==> src/rtl/keypad_scanner.sv <==
// keypad_scanner
// Scans a 4x4 active-low matrix keypad. Each column is strobed for SCAN_DIV
// cycles and the synchronized rows are sampled on the last cycle of that
// strobe. Full-scan results are debounced over DEBOUNCE_SCANS scans. Each
// accepted key is shifted into a 16-bit entry register.
//
// Ports
//   clk        system clock
//   rst_n      synchronous active-low reset
//   rows[3:0]  keypad row lines, active-low, asynchronous
//   clear      zeroes value on the next edge; wins over a coincident accept
//   cols[3:0]  column strobes, active-low, exactly one low
//   key_valid  one-cycle pulse per accepted key
//   key_code   last accepted code (4*row + col)
//   pressed    high while the accepted key is still considered held
//   value      entry register, newest digit in [3:0]
//
// state      | meaning
// -----------+-------------------------------------------------------------
// S_IDLE     | no key; waiting for a single-key scan
// S_DEBOUNCE | cand seen in cnt consecutive scans; not yet accepted
// S_HELD     | key accepted; cnt counts consecutive key-free scans
module keypad_scanner #(
  parameter int SCAN_DIV       = 2048,
  parameter int DEBOUNCE_SCANS = 4
) (
  input  logic        clk,
  input  logic        rst_n,
  input  logic [3:0]  rows,
  input  logic        clear,
  output logic [3:0]  cols,
  output logic        key_valid,
  output logic [3:0]  key_code,
  output logic        pressed,
  output logic [15:0] value
);

  localparam int DW = $clog2(SCAN_DIV);
  localparam int CW = $clog2(DEBOUNCE_SCANS + 1);
  localparam logic [DW-1:0] DIV_TC = DW'(SCAN_DIV - 1);
  localparam logic [CW-1:0] CNT_TC = CW'(DEBOUNCE_SCANS);

  typedef enum logic [1:0] {S_IDLE, S_DEBOUNCE, S_HELD} state_e;

  logic [3:0]    rows_m_q, rows_s_q;
  logic [DW-1:0] div_q, div_d;
  logic [1:0]    col_q, col_d;
  logic [3:0]    cols_q;
  logic [1:0]    acc_hits_q;
  logic [3:0]    acc_code_q;
  state_e        state_q, state_d;
  logic [3:0]    cand_q, cand_d;
  logic [CW-1:0] cnt_q, cnt_d, cnt_inc;
  logic          key_valid_q;
  logic [3:0]    key_code_q;
  logic          pressed_q;
  logic [15:0]   value_q;

  logic          sample, scan_done, res_key, accept;
  logic [2:0]    col_hits, hit_sum;
  logic [1:0]    col_row, tot_hits;
  logic [3:0]    first_code;

  assign sample = (div_q == DIV_TC);
  assign div_d  = sample ? '0 : div_q + 1'b1;
  assign col_d  = sample ? col_q + 2'd1 : col_q;

  // Hits in the active column; the loop runs downward so the lowest low row
  // wins. Which row is reported only matters when there is exactly one hit.
  always_comb begin
    col_hits = '0;
    col_row  = '0;
    for (int r = 3; r >= 0; r--) begin
      if (!rows_s_q[r]) begin
        col_hits = col_hits + 3'd1;
        col_row  = 2'(r);
      end
    end
  end

  assign hit_sum    = {1'b0, acc_hits_q} + col_hits;
  assign tot_hits   = (hit_sum >= 3'd2) ? 2'd2 : hit_sum[1:0];
  assign first_code = (acc_hits_q == 2'd0) ? {col_row, col_q} : acc_code_q;
  assign scan_done  = sample && (col_q == 2'd3);
  assign res_key    = scan_done && (tot_hits == 2'd1);
  assign cnt_inc    = cnt_q + 1'b1;

  always_ff @(posedge clk) begin
    if (!rst_n) begin
      rows_m_q   <= 4'hF;
      rows_s_q   <= 4'hF;
      div_q      <= '0;
      col_q      <= '0;
      cols_q     <= 4'b1110;
      acc_hits_q <= '0;
      acc_code_q <= '0;
    end else begin
      rows_m_q <= rows;
      rows_s_q <= rows_m_q;
      div_q    <= div_d;
      col_q    <= col_d;
      // Built from the next column so the strobe lines up with col_q.
      cols_q   <= ~(4'b0001 << col_d);
      if (sample) begin
        if (col_q == 2'd3) begin
          acc_hits_q <= '0;
          acc_code_q <= '0;
        end else begin
          acc_hits_q <= tot_hits;
          acc_code_q <= first_code;
        end
      end
    end
  end

  // FSM state register
  always_ff @(posedge clk) begin
    if (!rst_n) begin
      state_q <= S_IDLE;
      cand_q  <= '0;
      cnt_q   <= '0;
    end else begin
      state_q <= state_d;
      cand_q  <= cand_d;
      cnt_q   <= cnt_d;
    end
  end

  // FSM next state; a MULTI result counts the same as NONE everywhere.
  always_comb begin
    state_d = state_q;
    cand_d  = cand_q;
    cnt_d   = cnt_q;
    if (scan_done) begin
      unique case (state_q)
        S_IDLE: begin
          if (res_key) begin
            cand_d = first_code;
            if (DEBOUNCE_SCANS == 1) begin
              state_d = S_HELD;
              cnt_d   = '0;
            end else begin
              state_d = S_DEBOUNCE;
              cnt_d   = CW'(1);
            end
          end
        end
        S_DEBOUNCE: begin
          if (res_key && (first_code == cand_q)) begin
            if (cnt_inc == CNT_TC) begin
              state_d = S_HELD;
              cnt_d   = '0;
            end else begin
              cnt_d = cnt_inc;
            end
          end else if (res_key) begin
            cand_d = first_code;
            cnt_d  = CW'(1);
          end else begin
            state_d = S_IDLE;
            cnt_d   = '0;
          end
        end
        S_HELD: begin
          if (res_key) begin
            cnt_d = '0;
          end else if (cnt_inc == CNT_TC) begin
            state_d = S_IDLE;
            cnt_d   = '0;
          end else begin
            cnt_d = cnt_inc;
          end
        end
        default: begin
          state_d = S_IDLE;
          cnt_d   = '0;
        end
      endcase
    end
  end

  // FSM outputs: the accept strobe
  always_comb begin
    accept = 1'b0;
    if (res_key) begin
      if (state_q == S_IDLE)
        accept = (DEBOUNCE_SCANS == 1);
      else if (state_q == S_DEBOUNCE)
        accept = (first_code == cand_q) && (cnt_inc == CNT_TC);
    end
  end

  always_ff @(posedge clk) begin
    if (!rst_n) begin
      key_valid_q <= 1'b0;
      key_code_q  <= '0;
      pressed_q   <= 1'b0;
      value_q     <= '0;
    end else begin
      key_valid_q <= accept;
      pressed_q   <= (state_d == S_HELD);
      if (accept)
        key_code_q <= first_code;
      if (clear)
        value_q <= '0;
      else if (accept)
        value_q <= {value_q[11:0], first_code};
    end
  end

  assign cols      = cols_q;
  assign key_valid = key_valid_q;
  assign key_code  = key_code_q;
  assign pressed   = pressed_q;
  assign value     = value_q;

endmodule

==> config.mk <==
export PLATFORM = sky130hd
export DESIGN_NAME = keypad_scanner
export DESIGN_NICKNAME = d
export VERILOG_FILES = /design/src/rtl/keypad_scanner.sv
export SDC_FILE = /design/constraint.sdc
export NUM_CORES = 1
export LEC_CHECK = 0
export BUFFER_PORTS_ARGS = -buffer_cell sky130_fd_sc_hd__buf_2
export CAP_MARGIN = 10
export CELL_PAD_IN_SITES_DETAIL_PLACEMENT = 1
export CELL_PAD_IN_SITES_GLOBAL_PLACEMENT = 1
export CORE_MARGIN = 2
export CORE_UTILIZATION = 40
export CTS_BUF_LIST = sky130_fd_sc_hd__clkbuf_4 sky130_fd_sc_hd__clkbuf_8
export DETAILED_ROUTE_END_ITERATION = 10
export MAX_ROUTING_LAYER = met4
export PLACE_DENSITY_LB_ADDON = 0.1
export SYNTH_ARGS = -nofsm -noshare
export SYNTH_HDL_FRONTEND = slang
export SYNTH_SLANG_ARGS = --single-unit
==> constraint.sdc <==
create_clock -name clk -period 7.1 [get_ports clk]
set_input_delay 0.355 -clock clk [delete_from_list [all_inputs] [get_ports clk]]
set_output_delay 0.355 -clock clk [all_outputs]
set_load 0.005 [all_outputs]
Yosys cells after proc, flatten, opt, wreduce, memory -nomap -nowiden
Cells that the tools add are included.

Add/subtract/negate cells: 7. $mul: 0. Divide/modulo/power cells: 0. Order comparisons: 1. Equal/unequal tests: 10. Shifts and indexed selects: 1. Mux-type cells: 33. Bitwise operators: 2. Reduce and logical (&&, ||, !) cells: 11.

Operators by type and width (number): 2-bit 2-to-1 mux (14); 3-bit 2-to-1 mux (7); 4-bit 2-to-1 mux (4); 3-bit by 1-bit adder with 3-bit output, second input constant (4); 11-bit by 1-bit adder with 11-bit output, second input constant (1); 11-bit equality test, second input constant (1); 3-bit one-hot mux with 3 select lines (1); 4-bit one-hot mux with 2 select lines (1); 2-bit equality test, second input constant (3); 2-bit one-hot mux with 3 select lines (1); 1-bit 2-to-1 mux (5); 2-bit by 1-bit equality test with 1-bit output, second input constant (2); 4-bit equality test (1); 1-bit logical AND (4); 2-bit logical NOT (2); 2-bit inequality test, second input constant (2); 4-bit NOT (1); 2-bit OR reduction (2); 1-bit by 2-bit left shift with 4-bit output, first input constant (1); 2-bit by 3-bit adder with 3-bit output (1); 3-bit equality test, second input constant (1); 3-bit by 2-bit >= comparator with 1-bit output, second input constant (1); 3-bit AND reduction (1); 2-bit by 1-bit adder with 2-bit output, second input constant (1); 3 further kinds (3).

Register bits after elaboration: 62. Bits in latches: 0. Bits in writable memories: 0. Memory bits (read-only): 0. Bits of input ports: 7. Output and inout bits: 26. Logic and storage cells: 79. Memories kept: 0.

Longest topological paths before layout
Word-level depth: 17. Gate-level depth with buffers: 15. Mapped depth without buffers: 12.

Least setup slack after synthesis
Ideal clock, no wire load.

Path type: reg-to-reg. From: register rows_s_q[2]. To: register value_q[10], in the netlist value[10]. Arrival time: 3261 ps. Required time: 6972 ps. Path slack: 3711 ps. Stages on the path, launching flop included: 15. Buffers on the path: 3. Clock period less this slack: 3389 ps. Cell sequence: dfxtp_1 > inv_1 > ha_1 > xnor2_1 > ha_1 > mux2_2 > fa_1 > xnor3_1 > and4_4 > buf_6 > and4bb_1 > buf_6 > buf_8 > mux2i_1 > nor2_1.

Cells in the longest elaborated chain, start to end: 11. Elaborated cells on any way between the ends: 19. Classes of those cells: add/sub: 3; order compare: 1; eq/ne: 2; mux: 11; reduce/logical: 2.

Ends and longest elaborated chain: start, declared (RTL line 45) `logic [3:0] rows_m_q, rows_s_q;`; start signal, assigned (RTL line 99) `rows_s_q <= rows_m_q;`; 3-bit 2-to-1 mux (RTL line 74) `if (!rows_s_q[r]) begin`; 3-bit by 1-bit adder with 3-bit output (RTL line 75) `col_hits = col_hits + 3'd1;`; 3-bit 2-to-1 mux (RTL line 74); 3-bit by 1-bit adder with 3-bit output (RTL line 75); 3-bit 2-to-1 mux (RTL line 74); 2-bit by 3-bit adder with 3-bit output (RTL line 81) `assign hit_sum = {1'b0, acc_hits_q} + col_hits;`; 3-bit by 2-bit >= comparator with 1-bit output (RTL line 82) `assign tot_hits = (hit_sum >= 3'd2) ? 2'd2 : hit_sum[1:0];`; 2-bit 2-to-1 mux (RTL line 82); 2-bit by 1-bit equality test with 1-bit output (RTL line 85) `assign res_key = scan_done && (tot_hits == 2'd1);`; 1-bit logical AND (RTL line 85); 1-bit 2-to-1 mux (*) (RTL line 185) `if (res_key) begin`; end signal, assigned (RTL line 207) `value_q <= {value_q[11:0], first_code};`; end, declared (RTL line 57) `logic [15:0] value_q;`.

Every way passes the cells marked *; elsewhere a longest branch is shown, timed or not. A chain may end at the register's enable or synchronous reset.

Worst setup path in the final report
From: register rows_s_q[2]. To: register key_code_q[1], in the netlist key_code[1].

Cells in the longest elaborated chain, start to end: 11. Elaborated cells on any way between the ends: 19. Classes of those cells: add/sub: 3; order compare: 1; eq/ne: 2; mux: 11; reduce/logical: 2.

Ends and longest elaborated chain: 3-bit 2-to-1 mux (RTL line 74); 3-bit by 1-bit adder with 3-bit output (RTL line 75); 3-bit 2-to-1 mux (RTL line 74); 3-bit by 1-bit adder with 3-bit output (RTL line 75); 3-bit 2-to-1 mux (RTL line 74); 2-bit by 3-bit adder with 3-bit output (RTL line 81); 3-bit by 2-bit >= comparator with 1-bit output (RTL line 82); 2-bit 2-to-1 mux (RTL line 82); 2-bit by 1-bit equality test with 1-bit output (RTL line 85); 1-bit logical AND (RTL line 85); 1-bit 2-to-1 mux (*) (RTL line 185); end signal, assigned (RTL line 203) `key_code_q <= first_code;`; end, declared (RTL line 55) `logic [3:0] key_code_q;`.

Marked as above.

==> results.py <==
metrics = {
    "setup_path": {
        "crit_type": "reg2reg",
        "cpMostUsedCell": "ha_1",
        "regToRegSetupSlack_ns": 2.93,
        "startpoint_type": "register",
        "crit_arrival_ns": 4.37,
        "r2r_start": "rows_s_q[2]",
        "path_delay_family": "simple AND/OR/NAND/NOR gates",
        "r2r_cells": 11,
        "cp-end-kind": "register",
        "cp_slowest_stage_delay_ns": 0.94,
        "crit_slowest_cell": "and4bb_1",
        "r2r_end": "key_code[1]",
        "cp_num_buf_inv": 1,
        "required_ns": 7.30,
        "path_cells": "inv_1 -> ha_1 -> xnor2_1 -> ha_1 -> mux2_2 -> fa_1 -> xnor3_1 -> and4_4 -> and4bb_1 -> and3_4 -> nor3_2",
        "critical_path.max_fanout": 24,
    },
    "floorplanning": {
        "core-area_mm2": 0.00687,
        "num_rows": 30,
        "die_h_um": 88.5,
        "die_area_mm2": 0.00783,
        "fp.dieW_um": 88.5,
        "start_util_pct": 41.6,
        "ioPinCount": 33,
    },
    "worst_hold_path": {
        "min_path_cells": 2,
        "hold_path.class": "in2reg",
        "hold_start": "rows[3]",
        "hold-path-endpoint": "rows_m_q[3]",
    },
    "sta": {
        "relSlewSlack_pct": 27.3,
        "fin_crit_ns": 4.17,
        "finalHoldViolCount": 0,
        "final_max_slew_viol_count": 0,
        "worst_pin_slew_ns": 1.09,
        "final.period_utilization_pct": 58.8,
        "setup_viol": 0,
        "rsz0062_at_grt": "false",
        "worst_hold_slack_ns": 0.189,
        "fmax_mhz": 240,
        "fin_tns_setup_ns": 0,
        "final.setup_skew_ns": 0.0110,
    },
    "global_route": {
        "grt_max_degree": 25,
        "grtUsageMet3_pct": 3.54,
        "use_met2_pct": 27.3,
        "antenna_found_initial": 0,
        "grt_overflow_total": 0,
        "met1_usage_pct": 21.4,
        "grt_pass1_vias": 2142,
        "grt_usage_pct": 17.5,
        "grt_busiest_layer": "met2",
        "grt_pass1_wl_um": 10200,
    },
    "clocking": {
        "cts_buffer_depth": 2,
        "clkTransAtPathRegs_ns": 0.07,
        "post_cts_buffers": 0,
        "cts_inserted_buffers": 9,
        "cts_root_buf": "clkbuf_8",
        "tritoncts": "built",
        "clock_sinks": 62,
        "cts-htree-levels": 3,
        "clock_latency_ns": 0.35,
        "cts_resized": 0,
        "ctsHoldBuffers": 0,
    },
    "synthesis": {
        "yosysWarnings": 0,
        "synth.area.mux_share_pct": 6.00,
        "synth_top_area_cell": "dfxtp_1",
        "synth_cell_types": 56,
        "ys_top_cells_by_area": "dfxtp_1 43%, nor2_1 5.8%, mux2i_1 5.6%",
        "synth_compound_area_share_pct": 9.90,
        "synth_top_family_by_area": "simple AND/OR/NAND/NOR gates",
        "synth_xor_area_share_pct": 5.08,
        "synth_edf_count": 0,
        "syn-num-nets": 330,
        "ys_seq_area_share_pct": 43.5,
        "synthFlopType": "dfxtp_1",
        "postSynth.asyncResetShare_pct": 0,
        "synthSimpleGateAreaFrac_pct": 25.5,
        "synthCells": 312,
        "syn_area_mm2": 0.00286,
        "synth.most_common_cell": "dfxtp_1",
        "synth.top_cells.by_count": "62 x dfxtp_1, 44 x nor2_1, 28 x nand2_1, 16 x mux2i_1, 12 x a21oi_1",
        "synthAdderAreaFrac_pct": 5.08,
        "avgSynthCellArea_um2": 9.16,
        "yosysTopAreaCellShare_pct": 43.5,
        "ys_ff_latch": 62,
    },
    "layout": {
        "drive_above_1_share_pct": 16.9,
        "final_cells": 440,
        "final_cell_area_mm2": 0.00324,
        "nets": 357,
        "antenna_cells": 0,
        "syn_to_final_growth_pct": 13.4,
        "n_fill_cell": 821,
    },
    "placement": {
        "gp_congestion": 0.784,
        "placed_area_mm2": 0.00303,
        "dp_hpwl_um": 4360,
        "placed_cells": 424,
        "port_buffers": 32,
    },
    "routing": {
        "drc": 0,
        "via_per_inst": 5.15,
        "drt-initial-drc-count": 68,
        "drt-wirelength-per-cell_um": 13.8,
        "ant_nets": 0,
        "dr.pass1.iters": 4,
        "vias": 2266,
        "wirelength_um": 6090,
    },
    "flow_run": {
        "max-cap-violations": 0,
    },
    "power_and_ir_drop": {
        "leakagePower_nw": 1.33,
        "ir_drop_uv": 121,
        "power_density_mw_per_mm2": 218,
    },
    "outcome": {
        "outcome": "finished clean",
    },
}
final cells by class:
cell class	instances	area, µm²	share of cell area, %
repair buffers	32	160	4.94
multi-input cells	224	1470	45.4
inverters	10	37.5	1.16
clock buffers	10	138	4.25
clock inverters	6	71.3	2.20
flip-flops and latches	62	1240	38.3
well taps	96	120	3.71
logic make-up (layout without fill, tap and decap cells):
family / Yosys count / count (layout)
flip-flops: 62 / 62
adder cells (fa/ha/maj): 11 / 11
AND/OR/NAND/NOR: 138 / 138
multiplexers: 17 / 17
buffers and inverters: 26 / 58
XOR/XNOR: 15 / 15
AO/OA/AOI/OAI: 43 / 43
how the worst max path moves through the flow:
stage / depth (start not counted) / slack (ns) / from / end
after floorplan: 14 / 3.71 / rows_s_q[2] / value[10]
after global placement: 11 / 2.98 / rows_s_q[2] / key_code[1]
after detailed placement: 11 / 2.90 / rows_s_q[2] / key_code[1]
after CTS: 11 / 2.87 / rows_s_q[2] / key_code[1]
after global routing: 11 / 2.65 / rows_s_q[2] / key_code[1]
final: 11 / 2.93 / rows_s_q[2] / key_code[1]
cells in the final DEF (no fill, tap or decap), types with 2 or more instances in the layout:
master | Yosys | layout
a211oi_1 | 2 | 2
a21oi_1 | 12 | 12
a22o_1 | 2 | 2
a22oi_1 | 3 | 3
a31oi_1 | 2 | 2
and2_1 | 3 | 3
and3_1 | 5 | 5
and4_1 | 4 | 4
buf_2 | 3 | 32
clkbuf_8 | 0 | 10
clkinv_4 | 0 | 3
clkinvlp_4 | 0 | 2
dfxtp_1 | 62 | 62
ha_1 | 10 | 10
inv_1 | 10 | 10
mux2i_1 | 16 | 16
nand2_1 | 28 | 28
nand2b_1 | 10 | 10
nand3_1 | 8 | 8
nand3b_1 | 3 | 3
nand4_1 | 3 | 3
nand4b_1 | 2 | 2
nor2_1 | 44 | 44
nor3_1 | 11 | 11
nor3_2 | 2 | 2
nor4_2 | 2 | 2
o21a_1 | 2 | 2
o21ai_0 | 6 | 6
o22ai_1 | 4 | 4
or3_1 | 3 | 3
xnor2_1 | 4 | 4
xor2_1 | 10 | 10
flip-flops by register name, summed over array words and instances, names as in the netlist:
name and cells:
state_q 2, cols 4, value 16, key_code 4, rows_s_q 4, rows_m_q 4
pressed 1, col_q 2, acc_hits_q 2, cand_q 4, cnt_q 3, key_valid 1
acc_code_q 4, div_q 11
routing by layer:
layer / share of wire [%] / vias up
met5: 0 / -
met4: 2.4 / 0
met3: 3.1 / 13
met2: 46 / 39
met1: 48 / 1078
li1: - / 1136
through the flow:
stage / setup WS [ns] / util, % / power (mW)
2_1_floorplan: 3.71 / - / 0.389
3_3_place_gp: 2.98 / 44.1 / 0.394
3_5_place_dp: 2.90 / 44.1 / 0.394
4_1_cts: 2.87 / 47.2 / 0.717
5_1_grt: 2.65 / 47.2 / 0.733
6_report: 2.93 / 47.2 / 0.705
where the power goes:
part | internal (mW) | switching (mW)
logic | 0.0121 | 0.0202
registers | 0.351 | 0.00294
clock network | 0.173 | 0.146
Note: power is estimated with default switching activity, not from simulation.
